[config.mk]
export PLATFORM = sky130hd
export DESIGN_NAME = int_to_fp
export DESIGN_NICKNAME = d
export VERILOG_FILES = /design/src/rtl/int_to_fp.sv
export SDC_FILE = /design/constraint.sdc
export NUM_CORES = 1
export LEC_CHECK = 0
export BUFFER_PORTS_ARGS = -buffer_cell sky130_fd_sc_hd__buf_2
export CAP_MARGIN = 20
export CORE_MARGIN = 2
export CORE_UTILIZATION = 60
export CTS_BUF_LIST = sky130_fd_sc_hd__clkbuf_4 sky130_fd_sc_hd__clkbuf_8
export DETAILED_ROUTE_END_ITERATION = 8
export PLACE_DENSITY = 0.9
export REMOVE_ABC_BUFFERS = 1
export SLEW_MARGIN = 25
export SYNTH_ARGS = -nofsm -noshare
export SYNTH_HDL_FRONTEND = slang
export SYNTH_SLANG_ARGS = --single-unit
[constraint.sdc]
create_clock -name clk -period 3.67 [get_ports clk]
set_input_delay 0.734 -clock clk [delete_from_list [all_inputs] [get_ports clk]]
set_output_delay 0.734 -clock clk [all_outputs]
set_load 0.01 [all_outputs]
[src/rtl/int_to_fp.sv]
// Iterative int32/uint32 to binary32 converter, one normalisation shift per cycle.
// Define ROUND_NEAREST_EN for round-to-nearest-even; the default build truncates toward zero.
module int_to_fp (
  input  logic        clk,
  input  logic        rst_n,
  input  logic        in_valid,
  output logic        in_ready,
  input  logic [31:0] in_data,
  input  logic        in_signed,
  output logic        out_valid,
  input  logic        out_ready,
  output logic [31:0] out_data,
  output logic        out_inexact
);

  typedef enum logic [2:0] {IDLE, ABS, NORM, ROUND, DONE} state_t;

  state_t      state, state_next;
  logic [31:0] data_q;
  logic        signed_q;
  logic [31:0] mag;
  logic [7:0]  expo;
  logic        sign;

  logic        abs_sign;
  logic [31:0] abs_mag;
  logic [22:0] frac;
  logic        guard, sticky, round_up;
  logic [23:0] frac_sum;
  logic [7:0]  expo_out;

  always_comb begin
    abs_sign = signed_q & data_q[31];
    abs_mag  = abs_sign ? (~data_q + 32'd1) : data_q;
    frac     = mag[30:8];
    guard    = mag[7];
    sticky   = |mag[6:0];
`ifdef ROUND_NEAREST_EN
    round_up = guard & (sticky | frac[0]);
`else
    round_up = 1'b0;
`endif
    // A carry out of the fraction leaves frac_sum[22:0] all zero, so only the exponent needs fixing.
    frac_sum = {1'b0, frac} + {23'd0, round_up};
    expo_out = expo + {7'd0, frac_sum[23]};
  end

  always_ff @(posedge clk or negedge rst_n) begin
    if (!rst_n) state <= IDLE;
    else        state <= state_next;
  end

  always_comb begin
    state_next = state;
    case (state)
      IDLE:    if (in_valid) state_next = ABS;
      ABS:     state_next = (abs_mag == '0) ? DONE : NORM;
      NORM:    if (mag[31]) state_next = ROUND;
      ROUND:   state_next = DONE;
      DONE:    if (out_ready) state_next = IDLE;
      default: state_next = IDLE;
    endcase
  end

  assign in_ready  = (state == IDLE);
  assign out_valid = (state == DONE);

  always_ff @(posedge clk or negedge rst_n) begin
    if (!rst_n) begin
      data_q      <= '0;
      signed_q    <= 1'b0;
      mag         <= '0;
      expo        <= '0;
      sign        <= 1'b0;
      out_data    <= '0;
      out_inexact <= 1'b0;
    end else begin
      case (state)
        IDLE: begin
          if (in_valid) begin
            data_q   <= in_data;
            signed_q <= in_signed;
          end
        end
        ABS: begin
          sign <= abs_sign;
          mag  <= abs_mag;
          expo <= 8'd158;
          if (abs_mag == '0) begin
            out_data    <= '0;
            out_inexact <= 1'b0;
          end
        end
        NORM: begin
          if (!mag[31]) begin
            mag  <= {mag[30:0], 1'b0};
            expo <= expo - 8'd1;
          end
        end
        ROUND: begin
          out_data    <= {sign, expo_out, frac_sum[22:0]};
          out_inexact <= guard | sticky;
        end
        default: ;
      endcase
    end
  end

endmodule
==> impl_table.tex, run 1 <==
\begin{tabular}{lr}
\hline
Metric & Value \\
\hline
\multicolumn{2}{l}{\textbf{Floorplanning}} \\
Vert. Die Dim & 100.9 um \\
Die Outline Area & 10170 um\^{}2 \\
Initial standard-cell utilization of the core & 61.49\% \\
Number of placement rows & 35 \\
Core area & 9153 um\^{}2 \\
IO Count & 72 \\
Die width & 100.9 um \\
\multicolumn{2}{l}{\textbf{Logic synthesis}} \\
Area share of the largest cell type after synthesis & 48.91\% \\
Dominant cells by area after synthesis & dfrtp\_1 (49\%), mux2\_2 (6.4\%), mux2i\_1 (5.9\%) \\
Mapped Area & 5628 um\^{}2 \\
Count of flip-flops with a built-in enable after synthesis & 0 \\
Post-synthesis area per instance & 10.82 um\^{}2 \\
Count of state elements after synthesis & 110 \\
Async set-reset flop share out of synthesis & 100.0\% \\
Library cell occupying the most area in the post-synthesis netlist & dfrtp\_1 \\
Portion of the post-synthesis area used by sequential elements & 48.91\% \\
Instance count of the mapped netlist & 520 \\
Top flip-flop cell by instance count after synthesis & dfrtp\_1 \\
Unique cell type count in the Yosys netlist & 63 \\
Yosys warnings & 0 \\
\multicolumn{2}{l}{\textbf{Cells and area}} \\
Fraction of final layout cells sized beyond drive strength 1 & 30.34\% \\
Commonest non-fill, non-tap cells in the layout & dfrtp\_1 (110), buf\_2 (70), o21ai\_0 (38) \\
Most common cell after layout, fill and taps aside & dfrtp\_1 \\
Count of filler cells inserted in the layout & 693 \\
Area added between synthesis and finish & 10.27\% \\
Net count, final & 614 \\
\# diodes & 0 \\
\multicolumn{2}{l}{\textbf{Timing}} \\
Timing-limited maximum frequency & 289.3 MHz \\
Slew HR & 51.02\% \\
Final setup TNS & 0 ps \\
Slew at the pin closest to its max-slew limit & 732.9 ps \\
Number of pins with negative max-slew slack in the final report & 0 \\
Post-route fraction of the period consumed by the critical path & 94.19\% \\
Clock period minus worst slack & 3457 ps \\
RSZ-0062 raised after global routing & false \\
Hold Vio Cnt, Final & 0 \\
Max Clock Skew & 25.01 ps \\
Total of endpoints with negative setup slack in the final report & 0 \\
Hold slack final & 352.9 ps \\
\multicolumn{2}{l}{\textbf{Worst setup path}} \\
Kind of launch point of the worst setup path & flop \\
Category of the worst setup path capture point & flop \\
R2R setup slack & 210 ps \\
CP required & 3950 ps \\
Maximum fanout along the worst path & 34 \\
Type of the worst setup path & flop to flop \\
Arrival time at the worst endpoint & 3740 ps \\
Worst R2R Path Depth & 9 \\
R2R Path Start & data\_q[7]\$\_DFFE\_PN0P\_ \\
Worst reg2reg path endpoint & out\_data[20]\$\_DFFE\_PN0P\_ \\
\multicolumn{2}{l}{\textbf{Routing}} \\
Vias after detailed routing & 4257 \\
DRC errors left & 0 \\
Vias per inst & 6.161 \\
Antenna Violating Nets Remaining & 0 \\
Iter 0 DRT Violations & 206 \\
Wirelength, routed & 12080 um \\
Wire per inst & 17.48 um \\
First-pass iteration count of the detailed router & 5 \\
\multicolumn{2}{l}{\textbf{Place}} \\
HPWL reported at the end of detailed placement & 8631 um \\
Number of port buffers & 71 \\
Placer's final routability congestion estimate & 0.9444 \\
\multicolumn{2}{l}{\textbf{Global routing}} \\
Antenna violations before repair & 0 \\
Via count of the first global-routing pass & 4139 \\
Aggregate global routing overflow & 0 \\
Total track usage & 25.18\% \\
Pin count of the biggest net entering global routing & 66 \\
Wire length of the first global-routing pass & 20330 um \\
\multicolumn{2}{l}{\textbf{Clock tree}} \\
\# Post-CTS Setup Buffers & 0 \\
Total CTS buffers & 9 \\
TritonCTS clock tree & yes \\
Buffers from clock root to sink, at most & 2 \\
Resized cells post-CTS & 0 \\
Post-cts hold buffer count & 0 \\
Clk Latency, worst-skew pair & 390 ps \\
Maximum level of the CTS H-tree & 3 \\
Clock tree sinks & 110 \\
Master cell of the clock root buffer & clkbuf\_8 \\
Clock slew at reported path FFs & 120 ps \\
\multicolumn{2}{l}{\textbf{Pwr}} \\
Lkg Pwr & 2.852 nW \\
Ratio of total power to cell area & 890.4 nW/um\^{}2 \\
Maximum resistive drop on vdd & 0.4822 mV \\
\multicolumn{2}{l}{\textbf{Min path}} \\
Hold WC Path Type & primary input to async pin \\
\multicolumn{2}{l}{\textbf{Run}} \\
Max Cap Violations & 0 \\
\multicolumn{2}{l}{\textbf{Status}} \\
Status & complete, no violations \\
\hline
\end{tabular}
-- through the flow --
step	power, mW	setup WS (ps)	std cells	util (%)	instance area, um^2
final	5.526	213.1	691	67.81	6206
after global routing	5.929	89.45	691	67.81	6206
after CTS	5.520	234.1	691	67.81	6206
after detailed placement	4.800	328.6	675	65.63	6007
after global placement	4.653	374.2	675	65.58	6002
after floorplan	3.953	-1821	483	-	5396
-- worst max path at each step --
stage	from	endpoint	slack, ps	cells after the start
after global routing	data_q[7]$_DFFE_PN0P_	out_data[20]$_DFFE_PN0P_	90	9
after global placement	data_q[7]$_DFFE_PN0P_	state[2]$_DFFE_PN0P_	370	9
after detailed placement	data_q[7]$_DFFE_PN0P_	out_data[20]$_DFFE_PN0P_	330	9
after CTS	data_q[7]$_DFFE_PN0P_	out_data[20]$_DFFE_PN0P_	230	9
after floorplan	state[1]$_DFFE_PN0P_	expo[7]$_DFFE_PN0P_	-1820	7
final	data_q[7]$_DFFE_PN0P_	out_data[20]$_DFFE_PN0P_	210	9
-- layout make-up --
class / instances / area [um^2] / area share, %
Sequential cell: 110 / 2753 / 44.35
Multi-Input combinational cell: 367 / 2635 / 42.46
Timing Repair Buffer: 81 / 457.9 / 7.379
Tap cell: 111 / 138.9 / 2.238
Clock buffer: 9 / 123.9 / 1.996
Clock inverter: 7 / 75.07 / 1.210
Inverter: 6 / 22.52 / 0.3629
-- layer usage --
layer / up-vias / part of all wire [%] / track usage (%) / wire [um]
met4: 0 / 1.7 / 6.217 / 204
met3: 20 / 5.0 / 3.675 / 600
met1: 2104 / 45 / 36.32 / 5421
li1: 1989 / - / - / -
met5: - / 0 / 0 / 0
met2: 144 / 48 / 40.51 / 5855
-- sequential cells by signal (all words and copies together), names as in the netlist --
name,count
data_q,32
mag,32
out_data,32
expo,8
state,3
out_inexact,1
sign,1
signed_q,1
-- cell families (layout without fill, tap and decap cells) --
logic type | count (synthesis) | after routing | share of synthesized area, %
DFF | 110 | 110 | 48.91
xor gates and xnor gates | 35 | 35 | 5.447
buffers and inverters | 43 | 103 | 4.513
adders and majority gates | 2 | 2 | 0.4446
and+or+nand+nor | 157 | 157 | 16.10
AOI/OAI and AO/OA | 108 | 108 | 12.32
muxes | 65 | 65 | 12.27
-- Yosys cell counts (10+ instances only) --
library cell	number
o21ai_0	38
xor2_1	15
mux2_2	32
a22oi_1	29
a21oi_1	16
nand2_1	27
nor3_1	10
clkbuf_1	22
nor4_1	11
nor2_2	20
mux2i_1	33
nor2_1	37
dfrtp_1	110
xnor2_1	20
-- where the power goes --
group	internal, mW	switching, mW	total (mW)
logic	1.10	1.31	2.41
registers	1.75	0.642	2.39
clock network	0.268	0.454	0.722
total	3.12	2.40	5.53
-- worst max-delay path, cell delays in order, from the launching register on --
cell,delay (ps)
dfrtp_1,480
nor4_2,600
nand3_2,230
or4_4,570
mux2i_1,180
o2111ai_1,150
or4_4,460
nor4_4,320
buf_12,260
nor2_1,100
No activity file was read; power rests on OpenSTA's default activity.
==> inputs of run 2 (changes only) <==
CORE_UTILIZATION = 50   (was 60)
PLACE_DENSITY = 0.78   (was 0.9)
==> impl_table.tex, run 2 (same netlist as run 1, synthesis figures left out) <==
\begin{tabular}{lr}
\hline
Metric & Value \\
\hline
\multicolumn{2}{l}{\textbf{Worst setup path}} \\
Type of the worst setup path & flop to flop \\
Max stage delay on crit path & 590 ps \\
Cell breakdown of the critical path & nor4\_2 -> nand3\_2 -> or4\_4 -> mux2i\_1 -> o2111ai\_1 -> or4\_4 -> nor4\_4 -> buf\_12 -> or2\_2 \\
CP dominant cell by count & or4\_4 \\
Worst-path cell with the longest stage delay & nor4\_2 \\
Category of the worst setup path capture point & flop \\
Maximum fanout along the worst path & 34 \\
Arrival time at the worst endpoint & 3800 ps \\
Kind of launch point of the worst setup path & flop \\
CP required & 4010 ps \\
\multicolumn{2}{l}{\textbf{Cells and area}} \\
Net count, final & 616 \\
Most common cell after layout, fill and taps aside & dfrtp\_1 \\
Largest registers & data\_q x32, mag x32, out\_data x32 \\
Count of filler cells inserted in the layout & 949 \\
Share of the core filled with cells in the final layout & 57.19\% \\
Commonest non-fill, non-tap cells in the layout & dfrtp\_1 (110), buf\_2 (70), o21ai\_0 (38) \\
Combined area of the multi-input logic cells & 2630 um\^{}2 \\
Area added between synthesis and finish & 10.65\% \\
Design Area, Final & 6227 um\^{}2 \\
Fraction of final layout cells sized beyond drive strength 1 & 30.58\% \\
\# diodes & 0 \\
Area taken by flip-flops and latches & 2753 um\^{}2 \\
Final cell count without fillers & 722 \\
\multicolumn{2}{l}{\textbf{Routing}} \\
Antenna Violating Nets Remaining & 0 \\
Wirelength, routed & 12170 um \\
Vias per inst & 5.745 \\
Iter 0 DRT Violations & 189 \\
Vias after detailed routing & 4148 \\
First-pass iteration count of the detailed router & 5 \\
Wire per inst & 16.85 um \\
DRC errors left & 0 \\
\multicolumn{2}{l}{\textbf{Timing}} \\
Max Clock Skew & 9.971 ps \\
Final setup TNS & 0 ps \\
Total of endpoints with negative setup slack in the final report & 0 \\
RSZ-0062 raised after global routing & false \\
Slew HR & 50.29\% \\
Number of pins with negative max-slew slack in the final report & 0 \\
Timing-limited maximum frequency & 289.2 MHz \\
Slew at the pin closest to its max-slew limit & 745.7 ps \\
Clock period minus worst slack & 3458 ps \\
Post-route fraction of the period consumed by the critical path & 94.22\% \\
Hold Vio Cnt, Final & 0 \\
\multicolumn{2}{l}{\textbf{Floorplanning}} \\
Number of placement rows & 38 \\
Core area & 10890 um\^{}2 \\
IO Count & 72 \\
Initial standard-cell utilization of the core & 51.69\% \\
Die Outline Area & 12120 um\^{}2 \\
Vert. Die Dim & 110.1 um \\
Die width & 110.1 um \\
\multicolumn{2}{l}{\textbf{Min path}} \\
Hold WC Path Type & primary input to async pin \\
\multicolumn{2}{l}{\textbf{Clock tree}} \\
Total CTS buffers & 9 \\
Post-cts hold buffer count & 0 \\
Clk Latency, worst-skew pair & 390 ps \\
Resized cells post-CTS & 0 \\
Buffers from clock root to sink, at most & 2 \\
\# Post-CTS Setup Buffers & 0 \\
TritonCTS clock tree & yes \\
Maximum level of the CTS H-tree & 3 \\
Master cell of the clock root buffer & clkbuf\_8 \\
Clock slew at reported path FFs & 110 ps \\
Clock tree sinks & 110 \\
\multicolumn{2}{l}{\textbf{Place}} \\
Total placed cells including tap cells & 706 \\
Number of port buffers & 71 \\
Placer's final routability congestion estimate & 0.9223 \\
HPWL reported at the end of detailed placement & 8931 um \\
Placement-stage cell area & 6041 um\^{}2 \\
\multicolumn{2}{l}{\textbf{Run}} \\
Max Cap Violations & 0 \\
\multicolumn{2}{l}{\textbf{Pwr}} \\
Lkg Pwr & 2.856 nW \\
Internal Pwr Total & 3.119 mW \\
Ratio of total power to cell area & 881.2 nW/um\^{}2 \\
Comb power frac & 43.5\% \\
Relative contribution of the clock network to total power & 13.0\% \\
Share of power burned in registers & 43.5\% \\
Sw power & 2.369 mW \\
Fraction of power spent switching nets & 43.17\% \\
Maximum resistive drop on vdd & 0.3946 mV \\
\multicolumn{2}{l}{\textbf{Status}} \\
Status & complete, no violations \\
\multicolumn{2}{l}{\textbf{Global routing}} \\
Aggregate global routing overflow & 0 \\
Antenna violations before repair & 0 \\
Total track usage & 21.62\% \\
Wire length of the first global-routing pass & 20420 um \\
Pin count of the biggest net entering global routing & 62 \\
Via count of the first global-routing pass & 4070 \\
\hline
\end{tabular}
==> run 2: cell count changes in the layout (fill, tap and decap cells not counted), sizes merged <==
cell / before / now
buf: 81 / 83
clkinvlp: 1 / 0
clkinv: 2 / 3
==> run 2: per-layer routing <==
metal / part of all wire, % / GRT usage [%] / up-vias / routed length (um)
met4: 2.0 / 6.964 / 0 / 242
met3: 5.2 / 3.998 / 20 / 630
li1: - / - / 1986 / -
met5: 0 / 0 / - / 0
met2: 47 / 33.96 / 123 / 5702
met1: 46 / 30.44 / 2019 / 5590
==> run 2: worst max-delay path, delay by kind of cell (launching register included) <==
family	cells	cell delay (ps)
muxes	1	170
buffers and inverters	1	250
AOI/OAI and AO/OA	1	150
DFF	1	480
and+or+nand+nor	6	2320
==> run 2: path summary, 6_finish.rpt <==
path	endpoint	cells after the start	startpoint	slack, ps
setup / recovery	state[2]$_DFFE_PN0P_	9	data_q[7]$_DFFE_PN0P_	210
hold / removal	data_q[4]$_DFFE_PN0P_	1	rst_n	410
setup reg to reg	state[2]$_DFFE_PN0P_	9	data_q[7]$_DFFE_PN0P_	210
hold reg to reg	sign$_DFFE_PN0P_	2	sign$_DFFE_PN0P_	490
max in group asynchronous	mag[23]$_DFFE_PN0P_	2	rst_n	2490
min in group clk	sign$_DFFE_PN0P_	2	sign$_DFFE_PN0P_	490
==> run 2: power by group through the flow <==
stage               clock network (mW)  registers (mW)  logic (mW)
finish                           0.712            2.39        2.39
global route                     0.781            2.49        2.67
CTS                              0.721            2.39        2.40
detailed placement                   0            2.41        2.39
global placement                     0            2.38        2.31
floorplan                            0            2.30        1.66
==> run 2: final cells by class <==
type                    count  area share, %
clock inverters             7          1.005
repair buffers             83          7.394
clock buffers               9          1.989
multi-input cells         367          42.23
inverters                   6         0.3617
flip-flops and latches    110          44.20
well taps                 140          2.813
==> run 2: stage by stage <==
step	hold slack [ps]	setup slack, ps	total power [mW]
floorplan	438.4	-1821	3.953
global placement	469.0	366.3	4.690
detailed placement	475.5	275.6	4.801
CTS	435.8	245.3	5.506
global route	455.4	77.83	5.940
finish	405.2	212.2	5.488
==> inputs of run 3 (changes only) <==
MAX_ROUTING_LAYER = met4   (was default)
SETUP_SLACK_MARGIN = 0.02   (was default)
==> impl_table.tex, run 3 (same netlist as run 1, synthesis figures left out) <==
\begin{tabular}{lr}
\hline
Metric & Value \\
\hline
\multicolumn{2}{l}{\textbf{Status}} \\
Status & complete, no violations \\
\multicolumn{2}{l}{\textbf{Worst setup path}} \\
Buffering stage count on the worst path with inverters included & 1 \\
CP dominant cell by count & or4\_4 \\
R2R setup slack & 260 ps \\
Worst-path cell with the longest stage delay & nor4\_2 \\
Worst reg2reg path endpoint & state[2]\$\_DFFE\_PN0P\_ \\
Maximum fanout along the worst path & 34 \\
End point of the critical path & state[2]\$\_DFFE\_PN0P\_ \\
Critical path's top delay family & simple AND/OR/NAND/NOR gates \\
Type of the worst setup path & flop to flop \\
Max stage delay on crit path & 570 ps \\
Kind of launch point of the worst setup path & flop \\
Stages on the worst setup path & 9 \\
CP required & 4000 ps \\
Arrival time at the worst endpoint & 3730 ps \\
Worst R2R Path Depth & 9 \\
R2R Path Start & data\_q[7]\$\_DFFE\_PN0P\_ \\
Cell breakdown of the critical path & nor4\_2 -> nand3\_2 -> or4\_4 -> mux2i\_1 -> o2111ai\_1 -> or4\_4 -> nor4\_4 -> buf\_12 -> or2\_2 \\
Category of the worst setup path capture point & flop \\
Launching element of the worst setup path & data\_q[7]\$\_DFFE\_PN0P\_ \\
\multicolumn{2}{l}{\textbf{Global routing}} \\
Wire length of the first global-routing pass & 20380 um \\
Antenna violations before repair & 0 \\
Met2 usage & 34.14\% \\
Pin count of the biggest net entering global routing & 53 \\
Total track usage & 22.17\% \\
Via count of the first global-routing pass & 4051 \\
Met1 usage in global routing & 30.61\% \\
Most used routing layer & met2 \\
Aggregate global routing overflow & 0 \\
Met3 track demand over resource & 3.586\% \\
\multicolumn{2}{l}{\textbf{Timing}} \\
Number of pins with negative max-slew slack in the final report & 0 \\
Hold Vio Cnt, Final & 0 \\
Total of endpoints with negative setup slack in the final report & 0 \\
Slew HR & 55.46\% \\
Max Clock Skew & 11.62 ps \\
Slew at the pin closest to its max-slew limit & 668.0 ps \\
Clock period minus worst slack & 3407 ps \\
Post-route fraction of the period consumed by the critical path & 92.83\% \\
Worst setup slack after layout & 263.1 ps \\
Final setup TNS & 0 ps \\
Timing-limited maximum frequency & 293.5 MHz \\
RSZ-0062 raised after global routing & false \\
\multicolumn{2}{l}{\textbf{Pwr}} \\
Lkg Pwr & 2.860 nW \\
Maximum resistive drop on vdd & 0.4352 mV \\
Ratio of total power to cell area & 887.3 nW/um\^{}2 \\
\multicolumn{2}{l}{\textbf{Cells and area}} \\
\# diodes & 0 \\
Area taken by flip-flops and latches & 2753 um\^{}2 \\
Area added between synthesis and finish & 10.96\% \\
Fraction of final layout cells sized beyond drive strength 1 & 30.34\% \\
Most common cell after layout, fill and taps aside & dfrtp\_1 \\
Count of filler cells inserted in the layout & 953 \\
Largest registers & data\_q x32, mag x32, out\_data x32 \\
Design Area, Final & 6245 um\^{}2 \\
Combined area of the multi-input logic cells & 2630 um\^{}2 \\
Share of the core filled with cells in the final layout & 57.35\% \\
Commonest non-fill, non-tap cells in the layout & dfrtp\_1 (110), buf\_2 (70), o21ai\_0 (38) \\
Net count, final & 615 \\
\multicolumn{2}{l}{\textbf{Floorplanning}} \\
Initial standard-cell utilization of the core & 51.69\% \\
Die width & 110.1 um \\
Number of placement rows & 38 \\
IO Count & 72 \\
Die Outline Area & 12120 um\^{}2 \\
Vert. Die Dim & 110.1 um \\
Core area & 10890 um\^{}2 \\
\multicolumn{2}{l}{\textbf{Run}} \\
Max Cap Violations & 0 \\
\multicolumn{2}{l}{\textbf{Routing}} \\
Vias per inst & 5.824 \\
Wirelength, routed & 12260 um \\
Antenna Violating Nets Remaining & 0 \\
Vias after detailed routing & 4193 \\
Wire per inst & 17.03 um \\
Iter 0 DRT Violations & 221 \\
First-pass iteration count of the detailed router & 5 \\
DRC errors left & 0 \\
\multicolumn{2}{l}{\textbf{Clock tree}} \\
Clk Latency, worst-skew pair & 380 ps \\
Maximum level of the CTS H-tree & 3 \\
Clock slew at reported path FFs & 110 ps \\
Clock tree sinks & 110 \\
Resized cells post-CTS & 0 \\
Buffers from clock root to sink, at most & 2 \\
Post-cts hold buffer count & 0 \\
TritonCTS clock tree & yes \\
Master cell of the clock root buffer & clkbuf\_8 \\
\# Post-CTS Setup Buffers & 0 \\
Total CTS buffers & 9 \\
\multicolumn{2}{l}{\textbf{Place}} \\
Placement-stage cell area & 6046 um\^{}2 \\
Placer's final routability congestion estimate & 0.9589 \\
Pre-CTS setup slack & 276.4 ps \\
Number of port buffers & 71 \\
HPWL reported at the end of detailed placement & 8858 um \\
\multicolumn{2}{l}{\textbf{Min path}} \\
Hold WC Path Type & primary input to async pin \\
\hline
\end{tabular}
run 3: changes by cell type in the layout (fill, tap and decap cells not counted), sizes merged:
cell | before | now
clkbuf | 9 | 10
inv | 10 | 9
bufinv | 0 | 1
clkinv | 3 | 1
buf | 83 | 82
run 3: where the power goes:
group | switching (mW) | internal [mW] | total, mW
clock network | 0.424 | 0.331 | 0.755
logic | 1.29 | 1.10 | 2.39
registers | 0.644 | 1.75 | 2.40
run 3: area by class of cell:
cell class              count  share of cell area (%)
flip-flops and latches    110                   44.08
multi-input cells         367                   42.12
repair buffers             82                   7.453
well taps                 140                   2.805
clock buffers              10                   2.104
clock inverters             5                   1.082
inverters                   6                  0.3606
run 3: per-layer routing:
layer  share of wire [%]  vias to the layer above
li1                    -                     1985
met4                 1.3                        0
met3                 5.0                       12
met5                   0                        -
met1                  46                     2060
met2                  47                      136
run 3: stage by stage:
step | power (mW) | hold WS [ps] | std cells
floorplan | 3.953 | 438.4 | 483
global placement | 4.694 | 468.3 | 705
detailed placement | 4.804 | 477.8 | 705
CTS | 5.566 | 392.4 | 720
global route | 5.977 | 420.1 | 720
finish | 5.541 | 388.3 | 720
run 3: worst min path at each step:
stage / slack (ps) / from / cells past startpoint / end
floorplan: 440 / rst_n / 0 / data_q[0]$_DFFE_PN0P_
global placement: 470 / sign$_DFFE_PN0P_ / 2 / sign$_DFFE_PN0P_
detailed placement: 480 / sign$_DFFE_PN0P_ / 2 / sign$_DFFE_PN0P_
CTS: 390 / rst_n / 1 / mag[29]$_DFFE_PN0P_
global route: 420 / rst_n / 1 / mag[15]$_DFFE_PN0P_
finish: 390 / rst_n / 1 / mag[0]$_DFFE_PN0P_
run 3: worst register-to-register path: stages, from the launching register on:
cell and delay, ps:
dfrtp_1 480, nor4_2 570, nand3_2 220, or4_4 580, mux2i_1 180, o2111ai_1 140
or4_4 460, nor4_4 310, buf_12 260, or2_2 170
